==> src/rtl/spi_pkg.sv <==
`default_nettype none
// ============================================================================
//  Module   : spi_pkg
//  Purpose  : Shared types and default sizing for the SPI transfer controller.
//             Holds the controller state encoding and the default frame width
//             and SCLK divider used when the top is instantiated bare.
//  Ports    : none (package)
//  Revision : 1.0 - initial release
// ============================================================================
package spi_pkg;

  localparam int DEF_DWIDTH  = 8;
  localparam int DEF_CLK_DIV = 4;

  typedef enum logic [2:0] {
    ST_IDLE   = 3'd0,
    ST_FETCH  = 3'd1,
    ST_LOAD   = 3'd2,
    ST_SHIFT  = 3'd3,
    ST_STORE  = 3'd4,
    ST_FINISH = 3'd5
  } spi_state_e;

endpackage : spi_pkg
`default_nettype wire

==> src/rtl/spi_clk_gen.sv <==
`default_nettype none
// ============================================================================
//  Module   : spi_clk_gen
//  Purpose  : SPI mode-0 clock generator. While enabled, toggles sclk every
//             CLK_DIV clk cycles, starting from low. The rise/fall strobes are
//             high in the clk cycle whose closing edge makes sclk go high/low,
//             so logic clocked on that same edge samples/shifts in step with
//             the visible SCLK edge. Disabling parks sclk low and clears the
//             divider so the next enable starts a fresh half-period.
//  Ports    : clk   in  system clock
//             rst_n in  synchronous active-low reset
//             en    in  run the divider
//             sclk  out SPI clock (idle low)
//             rise  out one-cycle strobe: sclk rises at the next clk edge
//             fall  out one-cycle strobe: sclk falls at the next clk edge
//  Revision : 1.0 - initial release
// ============================================================================
module spi_clk_gen #(
  parameter int CLK_DIV = 4
) (
  input  logic clk,
  input  logic rst_n,
  input  logic en,
  output logic sclk,
  output logic rise,
  output logic fall
);

  localparam int            CW       = (CLK_DIV > 1) ? $clog2(CLK_DIV) : 1;
  localparam logic [CW-1:0] CNT_LAST = CW'(CLK_DIV - 1);

  logic [CW-1:0] div_cnt;
  logic          half_done;

  assign half_done = en && (div_cnt == CNT_LAST);
  assign rise      = half_done && !sclk;
  assign fall      = half_done &&  sclk;

  always_ff @(posedge clk) begin
    if (!rst_n) begin
      div_cnt <= '0;
      sclk    <= 1'b0;
    end else if (!en) begin
      div_cnt <= '0;
      sclk    <= 1'b0;
    end else if (half_done) begin
      div_cnt <= '0;
      sclk    <= ~sclk;
    end else begin
      div_cnt <= div_cnt + CW'(1);
    end
  end

endmodule : spi_clk_gen
`default_nettype wire

==> src/rtl/spi_xfer_ctrl.sv <==
`default_nettype none
// ============================================================================
//  Module   : spi_xfer_ctrl
//  Purpose  : SPI master transfer controller. Moves i_len frames from a TX
//             FIFO out on MOSI (MSB first, mode 0) and writes the frames
//             received on MISO into an RX FIFO. Chip select stays low for the
//             whole transfer, including FIFO stalls between frames.
//  Ports    : i_clk, i_rst_n      clock, synchronous active-low reset
//             i_start, i_len      transfer request and frame count (1..255)
//             o_busy, o_done      activity flag, end-of-transfer pulse
//             tx_empty/tx_ren/tx_data   TX FIFO read side (1-cycle latency)
//             rx_full/rx_wen/rx_data    RX FIFO write side
//             o_sclk, o_cs_n, o_mosi, i_miso   SPI pins
//  Revision : 1.0 - initial release
// ============================================================================
module spi_xfer_ctrl
  import spi_pkg::*;
#(
  parameter int DWIDTH  = DEF_DWIDTH,
  parameter int CLK_DIV = DEF_CLK_DIV
) (
  input  logic              i_clk,
  input  logic              i_rst_n,
  input  logic              i_start,
  input  logic [7:0]        i_len,
  output logic              o_busy,
  output logic              o_done,
  input  logic              tx_empty,
  output logic              tx_ren,
  input  logic [DWIDTH-1:0] tx_data,
  input  logic              rx_full,
  output logic              rx_wen,
  output logic [DWIDTH-1:0] rx_data,
  output logic              o_sclk,
  output logic              o_cs_n,
  output logic              o_mosi,
  input  logic              i_miso
);

  localparam int            BW       = $clog2(DWIDTH) + 1;
  localparam int            FW       = (CLK_DIV > 1) ? $clog2(CLK_DIV) : 1;
  localparam logic [BW-1:0] BIT_LAST = BW'(DWIDTH - 1);
  localparam logic [FW-1:0] FIN_LAST = FW'(CLK_DIV - 1);

  spi_state_e        state;
  spi_state_e        state_nxt;

  logic              sclk_en;
  logic              sclk_rise;
  logic              sclk_fall;
  logic              start_ok;
  logic              last_fall;
  logic              fin_last;
  logic              done_q;
  logic [BW-1:0]     bit_cnt;
  logic [7:0]        remaining;
  logic [FW-1:0]     fin_cnt;
  logic [DWIDTH-1:0] tx_sr;
  logic [DWIDTH-1:0] rx_sr;

  assign start_ok  = i_start && (i_len != 8'd0);
  // The frame ends on the DWIDTH-th falling edge, leaving SCLK low.
  assign last_fall = sclk_fall && (bit_cnt == BIT_LAST);
  assign fin_last  = (fin_cnt == FIN_LAST);

  spi_clk_gen #(
    .CLK_DIV (CLK_DIV)
  ) u_clk_gen (
    .clk   (i_clk),
    .rst_n (i_rst_n),
    .en    (sclk_en),
    .sclk  (o_sclk),
    .rise  (sclk_rise),
    .fall  (sclk_fall)
  );

  // --------------------------------------------------------------------------
  // State register
  // --------------------------------------------------------------------------
  always_ff @(posedge i_clk) begin
    if (!i_rst_n) begin
      state <= ST_IDLE;
    end else begin
      state <= state_nxt;
    end
  end

  // --------------------------------------------------------------------------
  // Next-state logic
  // --------------------------------------------------------------------------
  always_comb begin
    state_nxt = state;
    case (state)
      ST_IDLE:   if (start_ok)  state_nxt = ST_FETCH;
      ST_FETCH:  if (!tx_empty) state_nxt = ST_LOAD;
      ST_LOAD:                  state_nxt = ST_SHIFT;
      ST_SHIFT:  if (last_fall) state_nxt = ST_STORE;
      ST_STORE:  if (!rx_full)  state_nxt = (remaining == 8'd1) ? ST_FINISH : ST_FETCH;
      ST_FINISH: if (fin_last)  state_nxt = ST_IDLE;
      default:                  state_nxt = ST_IDLE;
    endcase
  end

  // --------------------------------------------------------------------------
  // Output decode
  // --------------------------------------------------------------------------
  always_comb begin
    o_busy  = (state != ST_IDLE);
    o_cs_n  = (state == ST_IDLE);
    tx_ren  = (state == ST_FETCH) && !tx_empty;
    rx_wen  = (state == ST_STORE) && !rx_full;
    sclk_en = (state == ST_SHIFT);
  end

  // The done pulse is registered so it lands in the first IDLE cycle,
  // i.e. together with chip select returning high.
  assign o_done  = done_q;
  assign o_mosi  = tx_sr[DWIDTH-1];
  assign rx_data = rx_sr;

  // --------------------------------------------------------------------------
  // Datapath: shift registers and counters
  // --------------------------------------------------------------------------
  always_ff @(posedge i_clk) begin
    if (!i_rst_n) begin
      done_q    <= 1'b0;
      remaining <= '0;
      bit_cnt   <= '0;
      fin_cnt   <= '0;
      tx_sr     <= '0;
      rx_sr     <= '0;
    end else begin
      done_q <= (state == ST_FINISH) && fin_last;
      case (state)
        ST_IDLE: begin
          if (start_ok) remaining <= i_len;
        end
        ST_LOAD: begin
          tx_sr   <= tx_data;
          bit_cnt <= '0;
        end
        ST_SHIFT: begin
          if (sclk_rise) rx_sr <= {rx_sr[DWIDTH-2:0], i_miso};
          if (sclk_fall) begin
            tx_sr   <= tx_sr << 1;
            bit_cnt <= bit_cnt + BW'(1);
          end
        end
        ST_STORE: begin
          if (!rx_full && (remaining != 8'd0)) remaining <= remaining - 8'd1;
        end
        ST_FINISH: begin
          fin_cnt <= fin_last ? '0 : fin_cnt + FW'(1);
        end
        default: ;
      endcase
    end
  end

endmodule : spi_xfer_ctrl
`default_nettype wire

==> config.mk <==
export PLATFORM = sky130hd
export DESIGN_NAME = spi_xfer_ctrl
export DESIGN_NICKNAME = d
export VERILOG_FILES = /design/src/rtl/spi_pkg.sv /design/src/rtl/spi_clk_gen.sv /design/src/rtl/spi_xfer_ctrl.sv
export SDC_FILE = /design/constraint.sdc
export NUM_CORES = 1
export LEC_CHECK = 0
export CAP_MARGIN = 30
export CELL_PAD_IN_SITES_DETAIL_PLACEMENT = 0
export CELL_PAD_IN_SITES_GLOBAL_PLACEMENT = 1
export CORE_ASPECT_RATIO = 0.7
export CORE_MARGIN = 2
export CORE_UTILIZATION = 36
export CTS_BUF_LIST = sky130_fd_sc_hd__clkbuf_4 sky130_fd_sc_hd__clkbuf_8
export DETAILED_ROUTE_END_ITERATION = 16
export HOLD_SLACK_MARGIN = 0.12
export PLACE_DENSITY_LB_ADDON = 0.25
export SETUP_SLACK_MARGIN = 0.05
export SLEW_MARGIN = 20
export SYNTH_ARGS = -nofsm -noshare
export SYNTH_HDL_FRONTEND = slang
export SYNTH_SLANG_ARGS = --single-unit
==> constraint.sdc <==
create_clock -name i_clk -period 1.7 [get_ports i_clk]
set_clock_uncertainty 0.05 [all_clocks]
set_input_delay 0.425 -clock i_clk [delete_from_list [all_inputs] [get_ports i_clk]]
set_output_delay 0.425 -clock i_clk [all_outputs]
set_load 0.01 [all_outputs]
# ---- Word-level counts from Yosys, hierarchy flattened
# Index checks and enable logic that the tools add are counted.
# W data, S select, Z words.
dict set report classes {
  n_eq_ne 16
  n_mul 0
  bitwise 3
  magnitude_cmp 0
  n_addsub 4
  muxes 15
  n_reduce_logical 24
  div 0
  shifts 0
}
# cell n
set ops {}
lappend ops {{$pmux W8 S2} 2}
lappend ops {{$mux W8} 3}
lappend ops {{$mux W3} 6}
lappend ops {{$pmux W3 S6} 1}
lappend ops {{$reduce_bool A8 Y1} 2}
lappend ops {{$ne A2 B2 Y1 const B} 5}
lappend ops {{$logic_and A1 B1 Y1} 9}
lappend ops {{$eq A8 B1 Y1 const B} 1}
lappend ops {{$pmux W4 S2} 1}
lappend ops {{$sub A8 B1 Y8 const B} 1}
lappend ops {{$eq A3 B2 Y1 const B} 2}
lappend ops {{$eq A3 B3 Y1 const B} 2}
lappend ops {{$reduce_and A2 Y1} 3}
lappend ops {{$reduce_and A5 Y1} 1}
lappend ops {{$add A2 B1 Y2 const B} 2}
lappend ops {{$add A4 B1 Y4 const B} 1}
lappend ops {{$eq A2 B2 Y1 const B} 2}
lappend ops {{$eq A4 B3 Y1 const B} 1}
lappend ops {{$mux W4} 1}
lappend ops {{$ne A2 B1 Y1 const B} 2}
lappend ops {{$reduce_bool A2 Y1} 2}
lappend ops {{$eq A3 B1 Y1 const B} 1}
lappend ops {{$logic_not A1 Y1} 3}
lappend ops {{$logic_not A3 Y1} 1}
lappend ops {{5 further kinds} 7}
dict set report totals {
  inputBits 22
  output_inout_bits 15
  reg_bits 37
  latchBits 0
  mem_count 0
  mem_bits_rw 0
  romBits 0
  word_cells 71
}

# ---- Longest topological paths before layout
# Gate-level depths: netlist of run 1.
dict set report logic_depth {
  ltp_word 6
  depth_mapped 8
  depth_no_buf 7
}

# ---- Modules after synthesis
# From an unflattened synthesis of run 1, not the netlist that was laid out.
dict set report unflattened {
  cells_unflattened 237
  area_unflattened_um2 1941.9
}
# mod seq_area_each_um2 area_per_inst_um2 cells_each n_inst
set modules_own_cells {}
lappend modules_own_cells {spi_xfer_ctrl 680.7 1825.5 225 1}
lappend modules_own_cells {spi_clk_gen 60.1 116.4 12 1}

# ---- Worst setup path after synthesis of run 1
# Ideal clock, no wire load.
dict set report synth_timing {
  path_kind {flip-flop to flip-flop}
  start {reg remaining[0]}
  end {reg remaining[7]}
  slack_ns -0.103
  stages_incl_launch_ff 9
  arrival_ns 1.628
  setup_time_ns 0.125
  n_path_buf 1
  t_required_ns 1.525
  period_less_slack_ns 1.803
  path_cell_list {dfxtp_1 > inv_1 > ha_1 > nor4bb_1 > a211oi_1 > o21ai_2 > buf_6 > o211ai_1 > o31ai_1}
}
dict set report synth_between {
  elab_chain_cells 4
  word_cells_on_any_way 7
  classes_between {add/sub (1); eq/ne (1); mux (2); reduce/logical (3)}
}
# element line_no
set synth_lines {}
lappend synth_lines {{from (decl)} spi_xfer_ctrl.sv:56} ;# logic [7:0] remaining;
lappend synth_lines {{from (signal assigned)} spi_xfer_ctrl.sv:136} ;# if (start_ok) remaining <= i_len;
lappend synth_lines {{from (signal assigned)} spi_xfer_ctrl.sv:150} ;# if (!rx_full && (remaining != 8'd0)) remaining <= remaining - 8'd1;
lappend synth_lines {{parallel branches: the longest is 4 deep, another holds $sub A8 B1 Y8} n/a}
# Several ways; the timed one is not identified. The select of a mux whose other input is x is not followed.
# A chain may end at the register's enable or synchronous reset.

# ---- Worst setup path after layout of run 1
dict set report layout_timing {
  start {in rx_full}
  end {reg remaining[6]}
}
dict set report layout_between {
  elab_chain_cells 4
}
# element line_no
set layout_lines {}
lappend layout_lines {{from (decl)} spi_xfer_ctrl.sv:31} ;# input logic rx_full,
lappend layout_lines {{$logic_not A1 Y1} spi_xfer_ctrl.sv:150}
lappend layout_lines {{$logic_and A1 B1 Y1} spi_xfer_ctrl.sv:150}
lappend layout_lines {{$ne A2 B1 Y1 (no line)} n/a}
lappend layout_lines {{$reduce_and A3 Y1 (no line)} n/a}
# No other way between the ends.

==> metrics.csv, run 1 <==
metric,value,unit
status,"finished, violations left",
violations,negative setup slack,
place.gp.congestion,0.826,
synth-seq-area-share,0.387,
cts_root_buf,clkbuf_8,
cts_tree,done,
first_iter_violations,120,
finalHoldViolCount,0,
core,5170,um2
crit_buf_inv,4,
startpoint,rx_full,
grt_use_total,0.166,
wl,5310,um
fin_util,0.614,
power_frac_comb,0.247,
numCtsBuffers,5,
preCtsSetupSlack,-0.606,ns
antenna_found_initial,0,
portBuffers,36,
syn_inst,219,
grt_remaining_overflow,0,
cts_buffer_depth,2,
total_power,0.00230,W
irDropWorstVdd,0.437,mV
areaGrowthSynthToFinish,66.2,%
tns,-0.170,ns
dr.pass1.iters,4,
drc,0,
syn_avg_cell_area,8.74,um2
clkSinkCount,37,
rows,22,
insertion_delay,0.28,ns
start_kind,input pin,
yosys.cell_types.count,54,
p_leak,1.38,nW
fin_crit,1.80,ns
required,1.87,ns
power.switching,0.000602,W
via_per_inst,4.93,
path_delay_family,buffers and inverters,
power.internal,0.00170,W
postRouteAntennaNets,0,
arrival,1.97,ns
hp-start,u_clk_gen.div_cnt[0],
r2r_start,remaining[0],
io_pins,37,
vias,1929,
power.share.switching,0.261,
layout.cells.most_common,buf_4,
drive_gt1_frac,0.392,
cpMostUsedCell,buf_6,
seqPwrFrac,0.406,
first_global_vias,1620,
syn-num-nets,246,
insertedDiodeCount,0,
tightest_slew,0.403,ns
maxCapViolCount,0,
htreeDepth,2,
rsz0062_at_grt,true,
clk_pin_slew,0.07,ns
power_density,724,nW/um2
drv_slew,0,
synth_edf_count,0,
holdWs,0.384,ns
fin_crit_sh,1.06,
synth_ff_type,dfxtp_1,
avgRoutedWirePerCell,13.6,um
synth-seq-cells,37,
crit_slowest_cell,clkdlybuf4s50_1,
fmax,556,MHz
yosysWarnings,0,
dieArea,5920,um2
fp.dieH,65.0,um
ctsHoldBuffers,0,
fillers,482,
critPathMaxFanout,6,
layout_common_cells,"50 x buf_4, 31 x dfxtp_1, 29 x nand2_1",
start_util,0.370,
nNetsFinal,345,
dp_hpwl,3420,um
r2r_slack,-0.08,ns
postSynth.asyncResetShare,0,
grt_max_degree,20,
slowest_delay,0.43,ns
worstHoldPathType,flop to flop,
path_class,input pin to flop,
fin_ws,-0.0991,ns
clockPowerShare,0.347,
setup-violations-final,4,
crit_chain,clkdlybuf4s50_1 -> buf_4 -> nor2b_1 -> o21ai_2 -> buf_6 -> buf_6 -> a211o_1 -> a21oi_1,
grt_pass1_wl,7740,um
die_x,91.1,um
end_kind,flop,
syn_area,1910,um2
slew-limit-headroom,0.729,
cells in the mapped netlist (2+ instances only):
library cell / instances / area share
nand2_1: 29 / 0.057
a21oi_1: 10 / 0.026
mux2i_1: 10 / 0.052
buf_2: 4 / 0.010
a22oi_1: 2 / 0.0078
xor2_1: 3 / 0.014
clkbuf_1: 2 / 0.0039
buf_6: 4 / 0.024
inv_1: 4 / 0.0078
a311oi_1: 4 / 0.018
nor2b_1: 4 / 0.013
o21ai_0: 2 / 0.0052
nor3b_1: 4 / 0.016
o21ai_1: 2 / 0.0052
dfxtp_1: 37 / 0.39
a211o_1: 2 / 0.0092
o211ai_1: 3 / 0.012
a211oi_1: 4 / 0.016
ha_1: 5 / 0.033
nor4_2: 2 / 0.013
nor3_1: 7 / 0.018
nor2_1: 35 / 0.069
o31ai_1: 3 / 0.012
nor4_1: 2 / 0.0065
a311oi_2: 3 / 0.024
nand3_1: 3 / 0.0078
nand4_1: 2 / 0.0065
path summary, 6_finish.rpt:
check,end,depth (start not counted)
worst max-delay path,remaining[6],8
worst min-delay path,u_clk_gen.div_cnt[0],1
worst max register to register,remaining[6],9
worst min register to register,u_clk_gen.div_cnt[0],1
logic make-up (layout without fill, tap and decap cells):
| group | after synthesis | after routing | synth area share |
|---|---|---|---|
| fa+ha+maj | 5 | 5 | 0.0327 |
| buf+inv | 17 | 117 | 0.0543 |
| flops | 37 | 37 | 0.387 |
| compound gates | 46 | 46 | 0.191 |
| simple gates | 100 | 100 | 0.264 |
| mux | 10 | 10 | 0.0523 |
| xor+xnor | 4 | 4 | 0.0183 |
final cells by class:
type | count | area (um2) | share of cell area
multi-input combinational | 165 | 1210 | 0.382
timing repair buffer | 104 | 980 | 0.308
clock buffer | 6 | 82.6 | 0.0260
clock inverter | 2 | 37.5 | 0.0118
sequential | 37 | 756 | 0.238
tap | 72 | 90.1 | 0.0283
inverter | 5 | 18.8 | 0.00590
what timing repair did:
| action | 4_1_cts | 5_1_grt |
|---|---|---|
| endpoints found under the setup margin | 29 | 31 |
| gates resized for setup | 46 | 50 |
| pin swaps | 14 | 24 |
| setup buffers | 10 | 15 |
| gates cloned | 0 | 2 |
power groups by stage:
stage	logic, W	registers, W	clock network, W
floorplan	0.000215	0.000955	0
global placement	0.000437	0.000948	0
detailed placement	0.000437	0.000948	0
CTS	0.000466	0.000930	0.000823
global route	0.000615	0.000939	0.000861
finish	0.000569	0.000934	0.000800
state kept, by name (all words and copies together), names as in the netlist:
name               flops
tx_sr                  8
rx_data                8
o_done                 1
u_clk_gen.div_cnt      2
bit_cnt                4
state                  3
u_clk_gen.sclk         1
fin_cnt                2
remaining              8
worst reg2reg max path: cells and delay by family (launching register included):
family / cells / cell delay, ns
buf+inv: 3 / 0.31
simple gates: 1 / 0.14
fa+ha+maj: 1 / 0.16
compound gates: 4 / 0.71
flops: 1 / 0.34
through the flow:
step,cells,area (um2)
floorplan,219,1930
detailed placement,356,2630
global placement,356,2630
CTS,374,2830
finish,391,3180
global route,391,3180
routing by layer:
| metal | vias to the layer above | wire (um) | part of all wire | track usage |
|---|---|---|---|---|
| li1 | 990 | - | - | - |
| met1 | 898 | 2750 | 0.52 | 0.250 |
| met2 | 39 | 2310 | 0.43 | 0.233 |
| met3 | 2 | 237 | 0.045 | 0.0395 |
| met4 | 0 | 21 | 0.0040 | 0.0455 |
| met5 | - | 0 | 0 | 0 |
Note: power is estimated with default switching activity, not from simulation.
==> run 2: changes to the inputs <==
- CTS_CLUSTER_DIAMETER: unset -> 40
==> results of run 2 <==
No change in the layout: final DEF, timing and power equal those of run 1.
